[src/rtl/trgt_edge_pool.sv]
// Mission-clock edge collector: synchronises raw mission clocks, captures per-clock data on rising edges,
// queues them in a FWFT pool and requests a clock freeze while work is outstanding. Optional tag: TRGT_EDGE_POOL_SEQ_EN.
module trgt_edge_pool #(
    parameter int N_CLOCKS   = 4,
    parameter int DATA_W     = 9,
    parameter int POOL_DEPTH = 8
) (
    input  logic                            clk_i,
    input  logic                            rst_ni,
    input  logic [N_CLOCKS-1:0]             mclk_i,
    input  logic [N_CLOCKS*DATA_W-1:0]      data_i,
    output logic [N_CLOCKS-1:0]             freeze_clk_o,
    output logic                            ent_valid_o,
    input  logic                            ent_ready_i,
    output logic [$clog2(N_CLOCKS)-1:0]     ent_clk_id_o,
    output logic [DATA_W-1:0]               ent_data_o,
    output logic [$clog2(POOL_DEPTH+1)-1:0] pool_level_o,
    output logic                            overflow_o,
    output logic                            busy_o
`ifdef TRGT_EDGE_POOL_SEQ_EN
    ,
    output logic [7:0]                      ent_seq_o
`endif
);

    localparam int IDW = $clog2(N_CLOCKS);
    localparam int AW  = $clog2(POOL_DEPTH);
    localparam int LW  = $clog2(POOL_DEPTH+1);

    typedef enum logic [1:0] {ST_IDLE, ST_LOAD, ST_DRAIN} state_t;

    logic [N_CLOCKS-1:0] sync1_q, sync2_q, prev_q, rise;
    logic [N_CLOCKS-1:0] pending_q, pending_d, clr_mask, hold_we;
    logic [DATA_W-1:0]   hold_q [N_CLOCKS];
    logic [IDW-1:0]      sel_id;
    logic                sel_found, push, pop, full, empty, drop;
    logic [AW:0]         wr_q, rd_q, level;
    logic [IDW-1:0]      mem_id   [POOL_DEPTH];
    logic [DATA_W-1:0]   mem_data [POOL_DEPTH];
    state_t              state_q, state_d;
    logic                busy_q;
    logic [N_CLOCKS-1:0] freeze_q;
    logic                overflow_q;

    always_ff @(posedge clk_i or negedge rst_ni) begin
        if (!rst_ni) begin
            sync1_q <= '0;
            sync2_q <= '0;
            prev_q  <= '0;
        end else begin
            sync1_q <= mclk_i;
            sync2_q <= sync1_q;
            prev_q  <= sync2_q;
        end
    end

    assign rise  = sync2_q & ~prev_q;
    assign level = wr_q - rd_q;
    assign empty = (wr_q == rd_q);
    assign full  = (level == (AW+1)'(POOL_DEPTH));
    assign push  = sel_found && !full;
    assign pop   = ent_valid_o && ent_ready_i;

    // Lowest-index pending clock wins the single push slot
    always_comb begin
        sel_id    = '0;
        sel_found = 1'b0;
        clr_mask  = '0;
        for (int i = 0; i < N_CLOCKS; i++) begin
            if (pending_q[i] && !sel_found) begin
                sel_found = 1'b1;
                sel_id    = IDW'(i);
            end
        end
        if (push) clr_mask[sel_id] = 1'b1;
    end

    // A rise on a clock whose pending entry survives this cycle is dropped; a rise coinciding with its push wins
    always_comb begin
        hold_we   = rise & ~(pending_q & ~clr_mask);
        pending_d = rise | (pending_q & ~clr_mask);
        drop      = |(rise & pending_q & ~clr_mask);
    end

    always_ff @(posedge clk_i or negedge rst_ni) begin
        if (!rst_ni) begin
            pending_q  <= '0;
            overflow_q <= 1'b0;
            for (int i = 0; i < N_CLOCKS; i++) hold_q[i] <= '0;
        end else begin
            pending_q <= pending_d;
            if (drop) overflow_q <= 1'b1;
            for (int i = 0; i < N_CLOCKS; i++)
                if (hold_we[i]) hold_q[i] <= data_i[i*DATA_W +: DATA_W];
        end
    end

    always_ff @(posedge clk_i or negedge rst_ni) begin
        if (!rst_ni) begin
            wr_q <= '0;
            rd_q <= '0;
        end else begin
            if (push) wr_q <= wr_q + 1'b1;
            if (pop)  rd_q <= rd_q + 1'b1;
        end
    end

    always_ff @(posedge clk_i) begin
        if (push) begin
            mem_id[wr_q[AW-1:0]]   <= sel_id;
            mem_data[wr_q[AW-1:0]] <= hold_q[sel_id];
        end
    end

    always_comb begin
        state_d = state_q;
        case (state_q)
            ST_IDLE:  if (|pending_q) state_d = ST_LOAD;
            ST_LOAD:  if (pending_q == '0) state_d = empty ? ST_IDLE : ST_DRAIN;
            ST_DRAIN: begin
                if (|pending_q)  state_d = ST_LOAD;
                else if (empty)  state_d = ST_IDLE;
            end
            default:  state_d = ST_IDLE;
        endcase
    end

    // busy and freeze share the registered next-state decision so they move together
    always_ff @(posedge clk_i or negedge rst_ni) begin
        if (!rst_ni) begin
            state_q  <= ST_IDLE;
            busy_q   <= 1'b0;
            freeze_q <= '0;
        end else begin
            state_q  <= state_d;
            busy_q   <= (state_d != ST_IDLE);
            freeze_q <= {N_CLOCKS{state_d != ST_IDLE}};
        end
    end

    assign ent_valid_o  = !empty;
    assign ent_clk_id_o = ent_valid_o ? mem_id[rd_q[AW-1:0]]   : '0;
    assign ent_data_o   = ent_valid_o ? mem_data[rd_q[AW-1:0]] : '0;
    assign pool_level_o = LW'(level);
    assign overflow_o   = overflow_q;
    assign busy_o       = busy_q;
    assign freeze_clk_o = freeze_q;

`ifdef TRGT_EDGE_POOL_SEQ_EN
    logic [7:0] seq_q;
    logic [7:0] mem_seq [POOL_DEPTH];

    always_ff @(posedge clk_i or negedge rst_ni) begin
        if (!rst_ni)   seq_q <= '0;
        else if (push) seq_q <= seq_q + 8'd1;
    end

    always_ff @(posedge clk_i) begin
        if (push) mem_seq[wr_q[AW-1:0]] <= seq_q;
    end

    assign ent_seq_o = ent_valid_o ? mem_seq[rd_q[AW-1:0]] : 8'd0;
`endif

endmodule

[config.mk]
export PLATFORM = sky130hd
export DESIGN_NAME = trgt_edge_pool
export DESIGN_NICKNAME = d
export VERILOG_FILES = /design/src/rtl/trgt_edge_pool.sv
export SDC_FILE = /design/constraint.sdc
export NUM_CORES = 1
export LEC_CHECK = 0
export ABC_AREA = 1
export CELL_PAD_IN_SITES_DETAIL_PLACEMENT = 1
export CELL_PAD_IN_SITES_GLOBAL_PLACEMENT = 2
export CORE_ASPECT_RATIO = 1.1
export CORE_MARGIN = 4
export CORE_UTILIZATION = 37
export DETAILED_ROUTE_END_ITERATION = 7
export PLACE_DENSITY_LB_ADDON = 0.1
export SLEW_MARGIN = 20
export SYNTH_ARGS = -nofsm -noshare
export SYNTH_HDL_FRONTEND = slang
export SYNTH_SLANG_ARGS = --single-unit
[constraint.sdc]
create_clock -name clk_i -period 3.77 [get_ports clk_i]
set_input_delay 1.131 -clock clk_i [delete_from_list [all_inputs] [get_ports clk_i]]
set_output_delay 1.131 -clock clk_i [all_outputs]
set_load 0.02 [all_outputs]
==> impl_metrics.env <==
export IMPL_status="completed"
export IMPL_synth_nets=654
export IMPL_wl_mm=16.1
export IMPL_synthToLayoutAreaGrowth_pct=23.2
export IMPL_antenna_cells=0
export IMPL_whs_ns=0.348
export IMPL_clock_sinks=152
export IMPL_grt_pass1_wl_mm=25.7
export IMPL_setup_worst_path_end_class="primary output"
export IMPL_setup_viol=0
export IMPL_crit_required_ns=2.64
export IMPL_ys_top_cells_by_area="edfxtp_1 42%, dfrtp_1 25%, nand2_1 7.8%, nor2_1 5.3%, o21ai_0 4.3%"
export IMPL_drt_iter0_markers=241
export IMPL_final_antenna_net_count=0
export IMPL_start_util_pct=38.2
export IMPL_period_needed_ns=3.65
export IMPL_antenna_found_initial=0
export IMPL_irDropWorstVdd_uv=362
export IMPL_grtUsageMet2_pct=28.1
export IMPL_grt_overflow=0
export IMPL_fin_cells=913
export IMPL_syn_inst=605
export IMPL_min_period_over_period_pct=96.8
export IMPL_hold_viol_final=0
export IMPL_hold_start="sync1_q[0]$_DFF_PN0_"
export IMPL_first_global_vias=4764
export IMPL_yosysMostFrequentCell="nand2_1"
export IMPL_syn_area_per_cell_sq_um=10.5
export IMPL_grt_met1_usage_pct=22.6
export IMPL_cp_start_kind="flip-flop"
export IMPL_hpwl_mm=11.3
export IMPL_drc=0
export IMPL_wl_per_cell_um=17.6
export IMPL_path_max_fanout=13
export IMPL_ys_types=33
export IMPL_synth_top_area_cell="edfxtp_1"
export IMPL_yosys_warnings=0
export IMPL_synth_seq_cells=152
export IMPL_synthTopCellsByCount="132 x nand2_1, 89 x nor2_1, 88 x edfxtp_1"
export IMPL_path_clk_slew_ns=0.06
export IMPL_clockBufferDepth=2
export IMPL_cts_hold_buffers=0
export IMPL_drive_gt1_share_pct=8.77
export IMPL_async_flop_share_pct=42.1
export IMPL_maxCapViolations=0
export IMPL_die_h_um=145
export IMPL_core_sq_mm=0.0166
export IMPL_grt_max_degree=65
export IMPL_p_per_area_mw_per_mm2=1020
export IMPL_worstPathArrival_ns=2.52
export IMPL_place_congestion=0.752
export IMPL_use_met3_pct=3.18
export IMPL_gr_usage_all_layers_pct=17.2
export IMPL_r2r_start="wr_q[0]$_DFFE_PN0P_"
export IMPL_setup_tns_final_ns=0
export IMPL_multiInputGateArea_sq_mm=0.00185
export IMPL_insertion_delay_ns=0.42
export IMPL_nets=721
export IMPL_die_area_sq_mm=0.0193
export IMPL_port_buffers=64
export IMPL_finalClockSkew_ns=0.00804
export IMPL_pin_count=65
export IMPL_first_pass_iters=4
export IMPL_yosysSeqAreaShare_pct=66.8
export IMPL_fillers=1819
export IMPL_cts_htree_levels=4
export IMPL_cts_root_buffer="clkbuf_16"
export IMPL_crit_start="wr_q[2]$_DFFE_PN0P_"
export IMPL_maxSlewViolCount=0
export IMPL_path_class="reg -> out"
export IMPL_maxSlewHeadroom_pct=49.6
export IMPL_max_freq_mhz=274
export IMPL_p_leak_nw=3.24
export IMPL_avgViaCountPerCell=4.92
export IMPL_ys_flop_type="edfxtp_1"
export IMPL_cts_tree="done"
export IMPL_top_usage_layer="met2"
export IMPL_seq_area_sq_mm=0.00424
export IMPL_synth_top_area_share_pct=41.6
export IMPL_numCtsBuffers=17
export IMPL_vias=4492
export IMPL_die_w_um=133
export IMPL_tightest_slew_ns=0.753
export IMPL_synth_edff_count=88
export IMPL_fp_row_count=49
export IMPL_dp_cells=880
export IMPL_hp_class="reg -> reg"
export IMPL_syn_area_sq_mm=0.00635
## routing by layer
layer,part of all wire (%),vias up
li1,-,2191
met1,45,2193
met2,50,88
met3,3.3,20
met4,2.2,0
met5,0,-
## stage by stage
| step | instance area (sq um) | worst slack [ns] | power, mW | util, % |
|---|---|---|---|---|
| after floorplan | 6350 | 0.351 | 5.12 | - |
| after global placement | 7220 | 0.405 | 6.36 | 43.5 |
| after detailed placement | 7230 | 0.229 | 6.50 | 43.5 |
| after CTS | 7790 | 0.0134 | 8.12 | 46.9 |
| after global routing | 7820 | -0.000300 | 8.57 | 47.1 |
| final | 7820 | 0.120 | 8.00 | 47.1 |
## cells in the final DEF, fill, tap and decap left out, types with 3 or more instances in the layout
cell type / instances
nand2_2: 6
dfrtp_1: 64
o22ai_1: 11
inv_1: 24
o21ai_1: 3
a31oi_1: 12
edfxtp_1: 88
o21ai_0: 55
clkbuf_16: 17
clkbuf_1: 4
nand3_1: 53
clkdlybuf4s50_1: 55
nor2_1: 86
xor2_1: 4
ha_1: 5
clkbuf_8: 3
dlymetal6s2s_1: 8
nor2_2: 4
a21oi_1: 4
nand2_1: 132
inv_2: 3
nand4_1: 8
buf_4: 11
inv_4: 3
## path summary, 6_finish.rpt
path,to,slack (ns),depth (start not counted)
setup / recovery,ent_clk_id_o[1],0.12,7
hold / removal,sync2_q[0]$_DFF_PN0_,0.35,0
setup reg to reg,mem_id[4][1]$_DFFE_PP_,0.84,13
hold reg to reg,sync2_q[0]$_DFF_PN0_,0.35,0
max in group asynchronous,pending_q[0]$_DFF_PN0_,2.76,2
min in group asynchronous,sync2_q[2]$_DFF_PN0_,0.71,2
## cell type report
| cell class | instances | share of cell area (%) |
|---|---|---|
| flip-flops and latches | 152 | 54.3 |
| clock buffers | 24 | 6.16 |
| repair buffers | 78 | 9.98 |
| well taps | 229 | 3.66 |
| inverters | 29 | 1.39 |
| multi-input cells | 394 | 23.7 |
| clock inverters | 7 | 0.848 |
## registers in the layout (all words and copies together) (netlist names)
register and count:
busy_o 1, prev_q 4, overflow_o 1, mem_data 72
mem_id 16, rd_q 4, wr_q 4, state_q 2
sync2_q 4, hold_q 36, pending_q 4, sync1_q 4
## cells by family (layout without fill, tap and decap cells)
kind of cell               after synthesis  in the layout  share of synthesized area, %
AOI/OAI and AO/OA                       86             86                          7.27
xor gates and xnor gates                 4              4                         0.552
adders and majority gates                6              6                          1.30
buffers and inverters                   59            138                          4.08
DFF                                    152            152                          66.8
and+or+nand+nor                        298            298                          20.0
## report_power, final
part | leakage (nW) | switching, mW | internal (mW)
Clock | 0.271 | 0.640 | 0.955
Combinational | 1.39 | 2.24 | 1.11
Sequential | 1.58 | 0.292 | 2.77
## critical path: stages (launching register included)
cell and delay, ns:
dfrtp_1 0.42, ha_1 0.37, nand3_1 0.10, nor2_1 0.07
inv_2 0.20, o21ai_0 0.14, a31oi_1 0.17, clkdlybuf4s50_1 0.63
## repair_timing
| item | in CTS | in global routing |
|---|---|---|
| buffers inserted | 1 | 1 |
| endpoints found under the setup margin | 11 | 11 |
| gates resized for setup | 2 | 9 |
Note: power is estimated with default switching activity, not from simulation.
